`src/rtl/hqm_aw_registerram_ctl.sv`:
```
// hqm_aw_registerram_ctl: init walk, then shares one register-RAM write port between cfg access and round-robin functional writers
module hqm_aw_registerram_ctl #(
  parameter int DEPTH = 8,
  parameter int WIDTH = 8,
  parameter int NUM_REQ = 2,
  parameter logic [WIDTH-1:0] DEFAULT = '0,
  localparam int AW = $clog2(DEPTH)
) (
  input  logic                     clk,
  input  logic                     rst_n,
  input  logic                     rst_prep,
  input  logic [NUM_REQ-1:0]       req_v,
  input  logic [NUM_REQ*AW-1:0]    req_addr,
  input  logic [NUM_REQ*WIDTH-1:0] req_wdata,
  output logic [NUM_REQ-1:0]       req_gnt,
  input  logic                     cfg_write,
  input  logic                     cfg_read,
  input  logic [AW-1:0]            cfg_addr,
  input  logic [31:0]              cfg_wdata,
  output logic                     cfg_ack,
  output logic                     cfg_err,
  output logic [31:0]              cfg_rdata,
  output logic                     mem_we,
  output logic [AW-1:0]            mem_waddr,
  output logic [WIDTH-1:0]         mem_wdata,
  output logic [AW-1:0]            mem_raddr,
  input  logic [WIDTH-1:0]         mem_rdata,
  output logic                     init_done
);
  localparam int PW = NUM_REQ > 1 ? $clog2(NUM_REQ) : 1;
  if (WIDTH > 32) begin : INVALID_PARAM_COMBINATION
    $error("hqm_aw_registerram_ctl: WIDTH must not exceed 32");
  end
  typedef enum logic [1:0] {INIT, RUN, ACK} state_t;
  state_t          state;
  logic [AW-1:0]   cnt;
  logic [PW-1:0]   ptr;
  logic [PW-1:0]   sel;
  logic            any;
  logic            in_init;
  logic            acc;
  logic            acc_wr;
  logic            acc_rd;
  logic            cfg_ok;
  logic            gnt_en;
  logic [AW-1:0]   g_addr;
  logic [WIDTH-1:0] g_data;
  logic            g_ok;
  logic            unused_wdata;
  assign unused_wdata = ^cfg_wdata;
  // Reset is folded in so the walk's write strobe stays low while rst_n is held.
  assign in_init = (state == INIT) & rst_n;
  assign acc     = (state == RUN) & ~rst_prep & (cfg_write | cfg_read);
  assign acc_wr  = acc & cfg_write;
  assign acc_rd  = acc & ~cfg_write;
  assign cfg_ok  = int'(cfg_addr) < DEPTH;
  // Search starts at the pointer; descending loop leaves the nearest requester in sel.
  always_comb begin
    sel = '0;
    any = 1'b0;
    for (int k = NUM_REQ - 1; k >= 0; k--) begin
      if (req_v[(int'(ptr) + k) % NUM_REQ]) begin
        sel = PW'((int'(ptr) + k) % NUM_REQ);
        any = 1'b1;
      end
    end
  end
  assign gnt_en    = (state != INIT) & ~rst_prep & ~acc & any;
  assign g_addr    = req_addr[int'(sel)*AW +: AW];
  assign g_data    = req_wdata[int'(sel)*WIDTH +: WIDTH];
  assign g_ok      = int'(g_addr) < DEPTH;
  assign req_gnt   = gnt_en ? NUM_REQ'(1) << sel : '0;
  assign mem_we    = in_init | (acc_wr & cfg_ok) | (gnt_en & g_ok);
  assign mem_waddr = in_init ? cnt : acc ? cfg_addr : gnt_en ? g_addr : '0;
  assign mem_wdata = in_init ? DEFAULT : acc ? cfg_wdata[WIDTH-1:0] : gnt_en ? g_data : '0;
  assign mem_raddr = acc_rd ? cfg_addr : '0;
  always_ff @(posedge clk or negedge rst_n) begin
    if (!rst_n) begin
      state     <= INIT;
      cnt       <= '0;
      ptr       <= '0;
      init_done <= 1'b0;
      cfg_ack   <= 1'b0;
      cfg_err   <= 1'b0;
      cfg_rdata <= '0;
    end else begin
      state     <= state == INIT ? (cnt == AW'(DEPTH - 1) ? RUN : INIT) : acc ? ACK : RUN;
      cnt       <= state == INIT ? cnt + 1'b1 : cnt;
      init_done <= init_done | (state == INIT && cnt == AW'(DEPTH - 1));
      ptr       <= gnt_en ? PW'((int'(sel) + 1) % NUM_REQ) : ptr;
      cfg_ack   <= acc;
      cfg_err   <= acc & ~cfg_ok;
      cfg_rdata <= (acc_rd & cfg_ok) ? 32'(mem_rdata) : '0;
    end
  end
endmodule
```
`config.mk`:
```
export PLATFORM = sky130hd
export DESIGN_NAME = hqm_aw_registerram_ctl
export DESIGN_NICKNAME = d
export VERILOG_FILES = /design/src/rtl/hqm_aw_registerram_ctl.sv
export SDC_FILE = /design/constraint.sdc
export NUM_CORES = 1
export LEC_CHECK = 0
export ABC_AREA = 1
export CORE_MARGIN = 4
export CORE_UTILIZATION = 31
export CTS_CLUSTER_SIZE = 25
export DETAILED_ROUTE_END_ITERATION = 10
export PLACE_DENSITY = 0.86
export SETUP_SLACK_MARGIN = 0.15
export SYNTH_ARGS = -nofsm -noshare
export SYNTH_HDL_FRONTEND = slang
export SYNTH_SLANG_ARGS = --single-unit
```
`constraint.sdc`:
```
create_clock -name clk -period 4.7 [get_ports clk]
set_input_delay 1.41 -clock clk [delete_from_list [all_inputs] [get_ports clk]]
set_output_delay 1.41 -clock clk [all_outputs]
set_load 0.01 [all_outputs]
```
==> impl_metrics.json <==
{
  "pwr-share-comb": 0.554,
  "leakage_nw": 1.111,
  "p_int_mw": 0.4448,
  "fin_crit_ns": 4.503,
  "finalPower_mw": 0.7058,
  "p_sw_mw": 0.2610,
  "die_h_um": 69.86,
  "die_area_sq_um": 4880,
  "clk_latency_ns": 0.24,
  "synth-seq-cells": 16,
  "first_iter_violations": 76,
  "grt_pass1_wl_um": 5340,
  "yosysUniqueCellTypes": 15,
  "synthesis.area_sq_um": 1186,
  "tightest_slew_ns": 0.5080,
  "hpwl_um": 2751,
  "r2r_start": "state[1]$_DFF_PN0_",
  "drive_above_1_share": 0.07843,
  "htree_num_levels": 1,
  "reg2reg_slack_ns": 3.43,
  "timing_hold_violations_final": 0,
  "final_common_cell": "clkdlybuf4s50_1",
  "syn_inst": 174,
  "grt-ovfl-total": 0,
  "antenna_found_initial": 0,
  "final_nets": 330,
  "switching_share": 0.3698,
  "drt_first_pass_iters": 4,
  "wl_per_cell_um": 11.08,
  "drv_slew": 0,
  "fin_tns_setup_ns": 0,
  "cts_buffer_depth": 2,
  "clock_sinks": 16,
  "fin_cells": 303,
  "powerDensity_nw_per_um2": 350.2,
  "finalSetupViolations": 0,
  "final.period_utilization": 0.9580,
  "crit_start": "rst_prep",
  "finalWeightedCongestion": 0.7779,
  "rows": 22,
  "peakVddDrop_v": 0.0002479,
  "vias": 1260,
  "crit_fanout": 8,
  "drv_cap": 0,
  "ctsHoldBuffers": 0,
  "slew_headroom": 0.6601,
  "power.share.sequential": 0.277,
  "area_delta_synth_final_pct": 69.94,
  "cts_root_buf": "clkbuf_8",
  "final_cell_mix": "69 x clkdlybuf4s50_1, 56 x nand2_1, 26 x nand3_1",
  "r2r_cells": 6,
  "clock_power_share": 0.169,
  "finClkSkew_ns": 0.002765,
  "status": "finished, final reports clean",
  "synth-seq-area-share": 0.3376,
  "grt_max_degree": 17,
  "worstSetupPathType": "input port to output pin",
  "cts_buffers": 3,
  "track_usage": 0.1330,
  "crit_path_end_kind": "output pin",
  "clock.fmax_ghz": 0.2221,
  "design.core.area_sq_um": 3689,
  "finalInstanceArea_sq_um": 2016,
  "vias_per_cell": 4.158,
  "start_util": 0.3216,
  "crit_arrival_ns": 3.09,
  "critPathLaunchType": "input port",
  "critPathRequiredTime_ns": 3.29,
  "grt_setup_unrepaired": "yes",
  "cts_tree": "done",
  "dpl_cell_area_sq_um": 1918,
  "ys_warn_count": 0,
  "numPortBuffers": 74,
  "hp-class": "register to register",
  "num_antenna_cells": 0,
  "die_w_um": 69.86,
  "drc_errors": 0,
  "place_inst": 298,
  "reg2reg_to": "cfg_rdata[4]$_DFF_PN0_",
  "clk_pin_slew_ns": 0.06,
  "endpoint": "mem_wdata[3]",
  "syn_area_per_cell_sq_um": 6.817,
  "hold_ws_ns": 0.4798,
  "drt-total-wl_um": 3358,
  "grt_pass1_vias": 1196,
  "ant_nets": 0,
  "ios": 124
}
[power groups by stage]
stage               Combinational [mW]  Sequential, mW  Clock (mW)
finish                           0.391           0.196       0.119
global route                     0.437           0.200       0.132
CTS                              0.388           0.196       0.122
detailed placement               0.380           0.196           0
global placement                 0.371           0.196           0
floorplan                        0.215           0.197           0
[worst max-delay path: stages]
cell and delay [ns]:
clkdlybuf4s50_1 0.49, inv_1 0.06, nand3_2 0.10, nor2_4 0.05, nor2_4 0.18, buf_6 0.15, nand3_1 0.07, nand2_1 0.06
clkdlybuf4s50_1 0.53
[per-stage QoR]
| step | worst slack, ns | utilization |
|---|---|---|
| 6_report | 0.1975 | 0.5465 |
| 5_1_grt | 0.07924 | 0.5465 |
| 4_1_cts | 0.1516 | 0.5383 |
| 3_5_place_dp | 0.09304 | 0.5200 |
| 3_3_place_gp | 0.1080 | 0.5200 |
| 2_1_floorplan | 1.190 | - |
[state kept, by name, indices dropped and copies added, names as in the netlist]
| signal | flops |
|---|---|
| cfg_ack | 1 |
| cfg_rdata | 8 |
| cnt | 3 |
| init_done | 1 |
| ptr | 1 |
| state | 2 |
[metal layers]
layer / vias to the layer above / global-route usage / share of wire
met5: - / 0 / 0
li1: 647 / - / -
met2: 48 / 0.2403 / 0.52
met4: 0 / 0.01277 / 0
met1: 565 / 0.1589 / 0.41
met3: 0 / 0.04173 / 0.074
[worst min path at each step]
| stage | startpoint | endpoint | slack, ns | cells past startpoint |
|---|---|---|---|---|
| floorplan | ptr$_DFFE_PN0N_ | ptr$_DFFE_PN0N_ | 0.44 | 2 |
| global placement | ptr$_DFFE_PN0N_ | ptr$_DFFE_PN0N_ | 0.46 | 2 |
| detailed placement | ptr$_DFFE_PN0N_ | ptr$_DFFE_PN0N_ | 0.47 | 2 |
| CTS | ptr$_DFFE_PN0N_ | ptr$_DFFE_PN0N_ | 0.48 | 2 |
| global route | init_done$_DFF_PN0_ | init_done$_DFF_PN0_ | 0.51 | 1 |
| finish | ptr$_DFFE_PN0N_ | ptr$_DFFE_PN0N_ | 0.48 | 2 |
[Yosys cell counts]
| cell type | instances | area, sq um |
|---|---|---|
| nand2_1 | 58 | 217.7 |
| nand3_1 | 27 | 135.1 |
| buf_4 | 26 | 195.2 |
| dfrtp_1 | 16 | 400.4 |
| inv_1 | 16 | 60.06 |
| nor2_1 | 16 | 60.06 |
| buf_2 | 4 | 20.02 |
| ha_1 | 2 | 25.02 |
| nor2_4 | 2 | 22.52 |
| o21bai_1 | 2 | 15.01 |
| a21oi_1 | 1 | 5.000 |
| buf_6 | 1 | 11.26 |
| conb_1 | 1 | 3.750 |
| nor2_2 | 1 | 6.260 |
| xor2_1 | 1 | 8.760 |
[cell type report]
type	count	area [sq um]
tap	48	60.06
inverter	16	60.06
fill	380	1673
clock buffer	4	55.05
sequential	16	400.4
multi-input combinational	135	604.3
timing repair buffer	84	835.8
[repair_timing]
item,CTS,global route
pin swaps,2,1
resized for setup,1,10
setup buffers,1,0
endpoints found under the hold margin,0,0
cloned,0,0
endpoints found under the setup margin,13,16
[kinds of logic (layout without fill, tap and decap cells)]
kind of cell | after synthesis | in the layout | share of synthesized area
compound gates | 3 | 3 | 0.01687
xor+xnor | 1 | 1 | 0.007385
fa+ha+maj | 2 | 2 | 0.02109
buf+inv | 47 | 104 | 0.2416
flops | 16 | 16 | 0.3375
other cells | 1 | 25 | 0.003162
simple gates | 104 | 104 | 0.3724
No activity file was read; power rests on OpenSTA's default activity.
